File: config.mk
export PLATFORM = sky130hd
export DESIGN_NAME = multi_cycle_control_unit
export DESIGN_NICKNAME = d
export VERILOG_FILES = /design/src/rtl/alu_operations.sv /design/src/rtl/multi_cycle_control_unit.sv
export SDC_FILE = /design/constraint.sdc
export NUM_CORES = 1
export LEC_CHECK = 0
export ABC_AREA = 1
export ABC_CLOCK_PERIOD_IN_PS = 3000
export CORE_ASPECT_RATIO = 1.2
export CORE_MARGIN = 8
export CORE_UTILIZATION = 53
export CTS_BUF_LIST = sky130_fd_sc_hd__clkbuf_4 sky130_fd_sc_hd__clkbuf_8
export DETAILED_ROUTE_END_ITERATION = 12
export PLACE_DENSITY = 0.93
export SLEW_MARGIN = 10
export SYNTH_ARGS = -nofsm -noshare
export SYNTH_HDL_FRONTEND = slang
export SYNTH_SLANG_ARGS = --single-unit
File: constraint.sdc
create_clock -name clock -period 3 [get_ports clock]
set_input_delay 0.6 -clock clock [delete_from_list [all_inputs] [get_ports clock]]
set_output_delay 0.6 -clock clock [all_outputs]
set_load 0.02 [all_outputs]
File: src/rtl/alu_operations.sv
// Shared ALU operation encoding used by the control unit and the ALU.
package alu_operations;

  typedef enum logic [3:0] {
    ALU_ADD,
    ALU_SUB,
    ALU_SLL,
    ALU_SLT,
    ALU_SLTU,
    ALU_XOR,
    ALU_SRL,
    ALU_SRA,
    ALU_OR,
    ALU_AND
  } alu_operation_t;

endpackage

File: src/rtl/multi_cycle_control_unit.sv
// Multi-cycle sequencer for the tiny RV32I core: latches the fetched instruction,
// decodes it into the datapath control bundle and walks FETCH/DECODE/EXECUTE/
// MEMORY/WRITEBACK with ready handshakes to instruction and data memory.
module multi_cycle_control_unit
  import alu_operations::*;
#(
  parameter int unsigned TIMEOUT_CYCLES = 1023,
  parameter int unsigned RETIRED_WIDTH  = 16
) (
  input  logic                     clock,
  input  logic                     reset,
  input  logic                     fetch_ready,
  input  logic [31:0]              instruction_in,
  input  logic                     memory_ready,
  input  logic                     branch_condition_met,
  output logic                     fetch_request,
  output logic                     memory_request,
  output logic [31:0]              instruction,
  output logic                     branch,
  output logic                     alu_operand_1_source,
  output logic                     alu_operand_2_source,
  output alu_operation_t           alu_operation,
  output logic                     memory_write_enable,
  output logic                     register_write_enable,
  output logic [1:0]               register_write_data_source,
  output logic                     pc_write_enable,
  output logic                     pc_select,
  output logic                     trap,
  output logic [RETIRED_WIDTH-1:0] instructions_retired
);

  localparam int unsigned WAIT_WIDTH = (TIMEOUT_CYCLES > 1) ? $clog2(TIMEOUT_CYCLES) : 1;

  localparam logic [6:0] OPCODE_OP     = 7'b0110011;
  localparam logic [6:0] OPCODE_OP_IMM = 7'b0010011;
  localparam logic [6:0] OPCODE_LOAD   = 7'b0000011;
  localparam logic [6:0] OPCODE_STORE  = 7'b0100011;
  localparam logic [6:0] OPCODE_BRANCH = 7'b1100011;
  localparam logic [6:0] OPCODE_JAL    = 7'b1101111;
  localparam logic [6:0] OPCODE_JALR   = 7'b1100111;
  localparam logic [6:0] OPCODE_LUI    = 7'b0110111;
  localparam logic [6:0] OPCODE_AUIPC  = 7'b0010111;

  typedef enum logic [2:0] {FETCH, DECODE, EXECUTE, MEMORY, WRITEBACK, TRAP} state_t;

  typedef enum logic [3:0] {
    CLASS_ILLEGAL, CLASS_OP, CLASS_OP_IMM, CLASS_LOAD, CLASS_STORE,
    CLASS_BRANCH, CLASS_JAL, CLASS_JALR, CLASS_LUI, CLASS_AUIPC
  } instr_class_t;

  state_t                  state;
  instr_class_t            instr_class;
  logic [WAIT_WIDTH-1:0]   wait_count;
  logic                    timeout_hit;
  logic                    condition;
  logic                    condition_q;
  logic                    bundle_active;
  logic                    drive;
  logic                    writes_rd;
  logic                    rd_write;
  logic                    is_memory_access;
  logic                    is_store;
  logic                    fetch_request_q;
  logic                    memory_request_q;
  logic                    memory_write_enable_q;
  logic                    register_write_enable_q;
  logic                    pc_write_enable_q;
  logic                    pc_select_q;
  logic                    bundle_branch;
  logic                    bundle_op1;
  logic                    bundle_op2;
  alu_operation_t          bundle_op;
  logic [1:0]              bundle_wsrc;

  function automatic alu_operation_t alu_for_funct3(input logic [2:0] funct3, input logic alt);
    case (funct3)
      3'b000:  return alt ? ALU_SUB : ALU_ADD;
      3'b001:  return ALU_SLL;
      3'b010:  return ALU_SLT;
      3'b011:  return ALU_SLTU;
      3'b100:  return ALU_XOR;
      3'b101:  return alt ? ALU_SRA : ALU_SRL;
      3'b110:  return ALU_OR;
      default: return ALU_AND;
    endcase
  endfunction

  // Classify the latched instruction by opcode.
  always_comb begin
    instr_class = CLASS_ILLEGAL;
    case (instruction[6:0])
      OPCODE_OP:     instr_class = CLASS_OP;
      OPCODE_OP_IMM: instr_class = CLASS_OP_IMM;
      OPCODE_LOAD:   instr_class = CLASS_LOAD;
      OPCODE_STORE:  instr_class = CLASS_STORE;
      OPCODE_BRANCH: instr_class = CLASS_BRANCH;
      OPCODE_JAL:    instr_class = CLASS_JAL;
      OPCODE_JALR:   instr_class = CLASS_JALR;
      OPCODE_LUI:    instr_class = CLASS_LUI;
      OPCODE_AUIPC:  instr_class = CLASS_AUIPC;
      default:       instr_class = CLASS_ILLEGAL;
    endcase
  end

  // Control bundle decoded from the latched instruction.
  always_comb begin
    bundle_branch = 1'b0;
    bundle_op1    = 1'b0;
    bundle_op2    = 1'b0;
    bundle_op     = ALU_ADD;
    bundle_wsrc   = 2'd0;
    writes_rd     = 1'b0;
    case (instr_class)
      CLASS_OP: begin
        bundle_op = alu_for_funct3(instruction[14:12], instruction[30]);
        writes_rd = 1'b1;
      end
      CLASS_OP_IMM: begin
        bundle_op2 = 1'b1;
        bundle_op  = (instruction[14:12] == 3'b000) ? ALU_ADD
                   : alu_for_funct3(instruction[14:12], instruction[30]);
        writes_rd  = 1'b1;
      end
      CLASS_LOAD: begin
        bundle_op2  = 1'b1;
        bundle_wsrc = 2'd2;
        writes_rd   = 1'b1;
      end
      CLASS_STORE: bundle_op2 = 1'b1;
      CLASS_BRANCH: begin
        bundle_branch = 1'b1;
        case (instruction[14:13])
          2'b10:   bundle_op = ALU_SLT;
          2'b11:   bundle_op = ALU_SLTU;
          default: bundle_op = ALU_SUB;
        endcase
      end
      CLASS_JAL: begin
        bundle_branch = 1'b1;
        bundle_op1    = 1'b1;
        bundle_op2    = 1'b1;
        bundle_wsrc   = 2'd3;
        writes_rd     = 1'b1;
      end
      CLASS_JALR: begin
        bundle_branch = 1'b1;
        bundle_op2    = 1'b1;
        bundle_wsrc   = 2'd3;
        writes_rd     = 1'b1;
      end
      CLASS_LUI: begin
        bundle_op2  = 1'b1;
        bundle_wsrc = 2'd1;
        writes_rd   = 1'b1;
      end
      CLASS_AUIPC: begin
        bundle_op1 = 1'b1;
        bundle_op2 = 1'b1;
        writes_rd  = 1'b1;
      end
      default: ;
    endcase
  end

  assign rd_write         = writes_rd && (instruction[11:7] != 5'd0);
  assign is_memory_access = (instr_class == CLASS_LOAD) || (instr_class == CLASS_STORE);
  assign is_store         = (instr_class == CLASS_STORE);
  assign condition        = (instr_class == CLASS_JAL) || (instr_class == CLASS_JALR) ||
                            ((instr_class == CLASS_BRANCH) && branch_condition_met);
  assign timeout_hit      = (TIMEOUT_CYCLES != 0) &&
                            (wait_count == WAIT_WIDTH'(TIMEOUT_CYCLES - 1));

  // Sequencer: state, latched instruction, registered strobes, timeout and retire count.
  always_ff @(posedge clock) begin
    if (reset) begin
      state                   <= FETCH;
      instruction             <= '0;
      trap                    <= 1'b0;
      instructions_retired    <= '0;
      wait_count              <= '0;
      condition_q             <= 1'b0;
      bundle_active           <= 1'b0;
      // Preloaded for the FETCH state entered on release; masked while reset is high.
      fetch_request_q         <= 1'b1;
      memory_request_q        <= 1'b0;
      memory_write_enable_q   <= 1'b0;
      register_write_enable_q <= 1'b0;
      pc_write_enable_q       <= 1'b0;
      pc_select_q             <= 1'b0;
    end else begin
      wait_count <= '0;
      case (state)
        FETCH: begin
          if (fetch_ready) begin
            instruction     <= instruction_in;
            fetch_request_q <= 1'b0;
            state           <= DECODE;
          end else if (timeout_hit) begin
            fetch_request_q <= 1'b0;
            trap            <= 1'b1;
            state           <= TRAP;
          end else begin
            wait_count <= wait_count + 1'b1;
          end
        end
        DECODE: begin
          if (instr_class == CLASS_ILLEGAL) begin
            trap  <= 1'b1;
            state <= TRAP;
          end else begin
            bundle_active <= 1'b1;
            state         <= EXECUTE;
          end
        end
        EXECUTE: begin
          condition_q <= condition;
          if (is_memory_access) begin
            memory_request_q      <= 1'b1;
            memory_write_enable_q <= is_store;
            state                 <= MEMORY;
          end else begin
            pc_write_enable_q       <= 1'b1;
            register_write_enable_q <= rd_write;
            pc_select_q             <= condition;
            state                   <= WRITEBACK;
          end
        end
        MEMORY: begin
          if (memory_ready) begin
            memory_request_q        <= 1'b0;
            memory_write_enable_q   <= 1'b0;
            pc_write_enable_q       <= 1'b1;
            register_write_enable_q <= rd_write;
            pc_select_q             <= condition_q;
            state                   <= WRITEBACK;
          end else if (timeout_hit) begin
            memory_request_q      <= 1'b0;
            memory_write_enable_q <= 1'b0;
            bundle_active         <= 1'b0;
            trap                  <= 1'b1;
            state                 <= TRAP;
          end else begin
            wait_count <= wait_count + 1'b1;
          end
        end
        WRITEBACK: begin
          pc_write_enable_q       <= 1'b0;
          register_write_enable_q <= 1'b0;
          pc_select_q             <= 1'b0;
          bundle_active           <= 1'b0;
          instructions_retired    <= instructions_retired + 1'b1;
          fetch_request_q         <= 1'b1;
          state                   <= FETCH;
        end
        default: begin
          trap  <= 1'b1;
          state <= TRAP;
        end
      endcase
    end
  end

  // Reset masks every strobe and the bundle in the cycle it is asserted.
  assign drive                      = bundle_active & ~reset;
  assign fetch_request              = fetch_request_q & ~reset;
  assign memory_request             = memory_request_q & ~reset;
  assign memory_write_enable        = memory_write_enable_q & ~reset;
  assign register_write_enable      = register_write_enable_q & ~reset;
  assign pc_write_enable            = pc_write_enable_q & ~reset;
  assign pc_select                  = pc_select_q & ~reset;
  assign branch                     = bundle_branch & drive;
  assign alu_operand_1_source       = bundle_op1 & drive;
  assign alu_operand_2_source       = bundle_op2 & drive;
  assign alu_operation              = drive ? bundle_op : ALU_ADD;
  assign register_write_data_source = drive ? bundle_wsrc : 2'd0;

endmodule

==> summary.md <==
| Metric | Value |
|---|---|
| Status | `finished, final reports clean` |
| Slowest cell on the critical path | `clkdlybuf4s50_1` |
| First-pass GRT wire length | `roughly 17 mm` |
| Fmax achieved | `349.7 MHz` |
| Synth area leaders | `dfxtp_1 41%, nand2_1 14%, a21oi_1 7.6%` |
| Dpl hpwl | `~7.6 mm` |
| Reg2reg end | `instruction[2]` |
| Drt total wl | `about 10 mm` |
| Synth top cells by count | `124 x nand2_1, 70 x dfxtp_1, 60 x inv_1, 56 x nor2_1, 52 x a21oi_1` |
| Synthesized Nets | `554` |
| Clk root buf | `clkbuf_8` |
| Height of the die | `104.2 um` |
| CP Data Arrival Time | `roughly 2.3 ns` |
| Vias in the first global route | `3640` |
| Crit path largest cell delay | `0.64 ns` |
| Die span in x | `89.53 um` |
| Crit path buffers/inverters | `1` |
| Worst R2R Path Depth | `7` |
| TritonCTS clock tree | `done` |
| Tcrit/Tclk final | `95.33%` |
| Pre-antenna DRT Iters | `6` |
| GRT Residual Overflow | `0` |
| Main combinational cell family by area after synthesis | `simple AND/OR/NAND/NOR gates` |
| Crit-path most repeated cell | `nand2_1` |
| Clock skew | `0.007152 ns` |
| Peak VDD IR | `409.3 uV` |
| PwrDens | `529.4 nW/um2` |
| Hold-fix buffers, CTS | `0` |
| Post-Synth XOR/XNOR Area | `2.293%` |
| Area growth syn-to-layout | `37.99%` |
| Most numerous cell in the Yosys netlist | `nand2_1` |
| Worst Hold Class | `reg -> reg` |
| Leak pwr | `1.945 nW` |
| CP Max Fanout | `7` |
| Compound-cell area share of the yosys netlist | `14.01%` |
| Mapped Cells | `slightly above 500` |
| GR Util All Layers | `22.13%` |
| Synth Area in Adders | `between 1 and 1.5%` |
| Clk buf depth | `2` |
| Clk slew on worst S/H paths | `around 0.08 ns` |
| Drt drc | `0` |
| Nets | `654` |
| Clk_lat worst skew | `between 0.3 and 0.4 ns` |
| IO Pins | `101` |
| Ys Warns | `0` |
| Largest net degree at the start of global routing | `28` |
| Area leader, netlist | `dfxtp_1` |
| Share of flip-flops with an asynchronous set or reset | `0%` |
| Num CTS Buffers | `9` |
| Core Region | `6366 um2` |
| Layout cells sized above 1 | `6.462%` |
| Setup TNS | `0 ns` |
| Slew Limit Fails | `0` |
| Final count of hold timing violations | `0` |
| PostCTS Resize Cnt | `0` |
| Synthesized area per cell | `6.689 um2` |
| Top-area cell type share of the netlist area | `roughly 41%` |
| Placement Setup Slack | `0.1627 ns` |
| Sequential fraction of the synthesis area | `40.76%` |
| PortBufs | `100` |
| Antenna-violating nets left | `0` |
| Hold path startpoint | `instruction[19]` |
| Critical Path Source Type | `flip-flop` |
| Post-synthesis mux area share | `0%` |
| Initial core utilization | `54.01%` |
| Clock tree sinks | `70` |
| Setup ws final | `0.1401 ns` |
| Die area | `9331 um2` |
| WL/cell | `14.52 um` |
| Worst rel slew slack | `between 70 and 80%` |
| Worst Tran Pin Value | `0.3716 ns` |
| Via-to-Cell Ratio | `5.328` |
| N_diodes | `0` |
| Cell family with most CP delay | `simple AND/OR/NAND/NOR gates` |
| Setup CP Type | `reg -> out` |
| Final setup viols | `0` |
| Worst r2r src | `state[0]` |
| RSZ-0062 raised after global routing | `no` |
| Fill count | `513` |
| Synthesized area | `3438 um2` |
| WHS | `0.4645 ns` |
| Placer Congestion | `a little over 0.9` |
| Fin crit period | `between 2 and 3 ns` |
| Hold Path Sink | `instruction[19]` |
| Number of synthesized flops with an enable pin | `0` |
| Vias | `3751` |
| Total setup buffers inserted after CTS | `0` |
| Initial antenna violation count | `0` |
| CP Cell Sequence | `nand2_1 > nor2_4 > nand3_2 > nand2_1 > nor2_1 > a31oi_1 > clkdlybuf4s50_1` |
| Simple-Gate Fraction of Synth Area | `32.64%` |
| Reg-to-reg slack, setup | `0.95 ns` |
| Row cnt | `32` |
| # H-tree levels | `3` |
| Hold path depth | `2` |
| Synth Flop Type | `dfxtp_1` |
| Worst setup EP type | `output port` |
| WP data required | `2.40 ns` |
| Post-synth cell types | `32` |
| DR iter-0 viols | `311` |
| Yosys reg bits | `70` |
| Max cap viols | `0` |
[report_power, final]
part / leakage (nW) / internal [mW] / total, mW / switching, mW
clock network: 0.108 / 0.488 / 0.849 / 0.362
registers: 0.571 / 1.00 / 1.07 / 0.0637
logic: 1.27 / 0.240 / 0.596 / 0.356
[per-stage QoR]
step,instance area (um2),cells,power (mW),utilization (%)
after CTS,4737,704,2.517,74.41
after global placement,4514,688,1.656,70.91
after floorplan,3438,514,1.431,-
final,4745,704,2.512,74.53
after global routing,4745,704,2.626,74.53
after detailed placement,4514,688,1.676,70.91
[sequential cells by signal, indices dropped and copies added (netlist names)]
signal                   count
instruction                 32
condition_q                  1
memory_write_enable_q        1
state                        3
pc_select_q                  1
memory_request_q             1
pc_write_enable_q            1
bundle_active                1
instructions_retired        16
fetch_request_q              1
register_write_enable_q      1
wait_count                  10
trap                         1
[cells by family (layout without fill, tap and decap cells)]
family,count (synthesis),count (layout)
adder cells (fa/ha/maj),3,3
AND/OR/NAND/NOR,259,259
buffers and inverters,82,187
AO/OA/AOI/OAI,91,91
XOR/XNOR,9,9
flip-flops,70,70
[area by class of cell]
type | count | area, um2 | area share [%]
multi-input cells | 362 | 1720 | 36.26
flip-flops and latches | 70 | 1401 | 29.54
repair buffers | 105 | 1046 | 22.05
inverters | 66 | 247.7 | 5.222
clock buffers | 10 | 137.6 | 2.901
well taps | 85 | 106.4 | 2.242
clock inverters | 6 | 85.08 | 1.793
[placed cells by master (no fill, tap or decap), drive strengths merged, types with 3 or more instances in the layout]
| master | n |
|---|---|
| xor2 | 7 |
| clkinv | 3 |
| buf | 5 |
| inv | 65 |
| a31oi | 4 |
| nand2 | 129 |
| o21ai | 28 |
| dfxtp | 70 |
| clkdlybuf4s50 | 97 |
| ha | 3 |
| dlymetal6s2s | 3 |
| nor3 | 7 |
| nor2 | 61 |
| nand4 | 8 |
| nand3 | 50 |
| a21oi | 53 |
| clkbuf | 10 |
[layer usage]
metal,up-vias,share of wire [%],global-route usage (%)
li1,1858,-,-
met1,1717,40,24.58
met2,148,51,38.91
met3,28,6.5,4.506
met4,0,2.8,9.178
met5,-,0,0
[worst max path at each step]
stage	startpoint	endpoint	slack (ns)	depth (start not counted)
after floorplan	instruction[0]	alu_operation[0]	0.87	6
after CTS	instruction[1]	alu_operation[2]	0.09	7
after global routing	instruction[1]	alu_operand_2_source	0.01	7
after detailed placement	reset	alu_operation[2]	0.16	7
after global placement	reset	alu_operation[0]	0.22	7
final	instruction[1]	alu_operand_2_source	0.14	7
[worst min-delay path, cell delays in order (launching register included)]
cell and delay [ns]:
dfxtp_1 0.31, nand2_1 0.06, a21oi_1 0.05
(Power assumes the default switching activity.)
==> variant (same flow settings) <==
Encoding of `state_t`: now one-hot (6 bits for 6 states).
--- a/src/rtl/multi_cycle_control_unit.sv
+++ b/src/rtl/multi_cycle_control_unit.sv
@@ -43,3 +43,3 @@
 
-  typedef enum logic [2:0] {FETCH, DECODE, EXECUTE, MEMORY, WRITEBACK, TRAP} state_t;
+  typedef enum logic [5:0] {FETCH = 6'b000001, DECODE = 6'b000010, EXECUTE = 6'b000100, MEMORY = 6'b001000, WRITEBACK = 6'b010000, TRAP = 6'b100000} state_t;
 
Function: no difference found for any inputs over 4 cycles, from zero or initial values and one cycle with reset high; so few cycles prove little.
==> variant against the original RTL <==
  * Sequential share of layout area grew 0.36 points
  * Setup slack worse by 33 ps
  * Final cell count is the same
  * Area after synthesis grew 4.5%
  * Design area grew 3.1%
  * Routed wire length grew 0.27%
  * Sequential cell count grew 3
  * Total power down 9.8%
  * Synthesized cell count down 0.39%
  * Critical endpoint is now register_write_data_source[1]
  * Largest cell class unchanged
==> variant: results <==
synthesis:
  synthesis.area_per_instance_um2: 7.018
  synth_seq_area_share_pct: 40.67
  synthTopCellsByArea: "dfxtp_1, nor2_1, nand2_1, o21ai_0, inv_1"
  ys_async_sr_fraction_pct: 0
  yosys_warnings: 0
  yosys-top-cells-count: "nor2_1, nand2_1, dfxtp_1, inv_1, o21ai_0"
  synth.most_common_cell: "nor2_1"
  synthesis.nets: 552
  post_synth_num_cell_types: 37
timing:
  min_hold_slack_ps: 470.6
  tightestPinTransition_ps: 454.3
  timing.final.crit_share_pct: 96.42
  skew_final_ps: 12.78
setup_path:
  regToRegStartpoint: "state[5]"
  worst_ep_arrival_ps: 2290
  cp_slowest_cell: "clkdlybuf4s50_1"
  worst-path-max-fanout: 10
  cp_slowest_stage_delay_ps: 640
  reg2reg_depth: 5
  startpoint_of_the_worst_setup_timing_path: "reset"
  crit_family: "buffers and inverters"
  ff2ff_setup_slack_ps: 1360
  worstReg2RegEnd: "instruction[4]"
final_layout:
  nNetsFinal: 652
  num_antenna_cells: 0
  largest_registers: "instruction x32, instructions_retired x16, wait_count x10"
  proportion_of_layout_cells_with_a_drive_suffix_above_1_pct: 8.590
  nFillCells: 529
clocking:
  reg_clk_slew_reported_paths_ps: 70
  clk_path_buf_depth: 2
  cts_buffers: 9
global_route:
  met2_usage_pct: 39.04
  grt_max_degree: 50
  groute.layer.met3.usage_pct: 6.554
  grt_usage_pct: 21.00
  met1_track_utilization_from_global_routing_pct: 20.22
  grt_pass1_wl_um: 16800
  grt_pass1_vias: 3733
  antenna_found_initial: 0
place:
  hpwl_um: 7398
  gpl.final_weighted_congestion: 0.9195
  dpl-instance-area_um2: 4643
run_status:
  run_status: "finished clean"
min_path:
  whs_endpoint: "trap"
  min_delay_path_depth: 2
  hold_path_startpoint: "trap"
power_and_ir_drop:
  power.static_leakage_nw: 1.969
  power.ir.vdd_worst_v: 0.0003560
detailed_routing:
  avgRoutedWirePerCell_um: 14.56
  detailedRoute.firstIterationViolations: 214
  drt_wl_total_um: 10250
  route.detailed.vias_per_inst: 5.354
  drt-pass1-iter-count: 5
variant: cell count changes in the layout (fill, tap and decap cells not counted), sizes merged, moves of 5 or more:
cell	unedited run	this run
o21ai	28	47
nand3	50	27
nand4	8	13
a21oi	53	29
inv	65	58
nand2	129	94
nor2	61	124
variant: routing by layer:
| metal | wire [µm] | vias up |
|---|---|---|
| met5 | 0 | - |
| met4 | 336 | 0 |
| met3 | 715 | 31 |
| met2 | 5338 | 150 |
| met1 | 3856 | 1745 |
| li1 | - | 1843 |
variant: final cells by class:
type | count | area [µm²] | area share, %
clock buffers | 10 | 137.6 | 2.813
clock inverters | 6 | 90.09 | 1.841
inverters | 57 | 214.0 | 4.373
multi-input cells | 368 | 1848 | 37.77
flip-flops and latches | 73 | 1463 | 29.90
well taps | 87 | 108.9 | 2.225
repair buffers | 103 | 1031 | 21.07
variant: timing repair:
item	in CTS	in global routing
resized for setup	0	9
hold buffers	0	0
endpoints found under the setup margin	0	5
variant: worst max path at each step:
stage,endpoint
floorplan,alu_operation[3]
detailed placement,alu_operation[3]
global route,alu_operation[2]
CTS,alu_operation[2]
finish,register_write_data_source[1]
global placement,alu_operation[3]
variant: worst register-to-register path, stage by stage (launching register included):
cell and delay (ps):
dfxtp_1 360, nor2_4 220, nand4_2 250, buf_4 320
o21ai_0 290, a21oi_1 70
variant: kinds of logic (layout without fill, tap and decap cells):
logic type               Yosys count  count (layout)  synth area share [%]
AND/OR/NAND/NOR                  269             269                 34.40
AO/OA/AOI/OAI                     86              86                 13.20
flip-flops                        73              73                 40.67
buffers and inverters             71             176                 8.252
XOR/XNOR                          10              10                 2.437
adder cells (fa/ha/maj)            3               3                 1.045
variant: where the power goes:
part	total [mW]	switching [mW]	leakage, nW	internal [mW]
clock network	0.875	0.381	0.113	0.494
registers	1.05	0.0374	0.595	1.01
logic	0.342	0.189	1.26	0.153
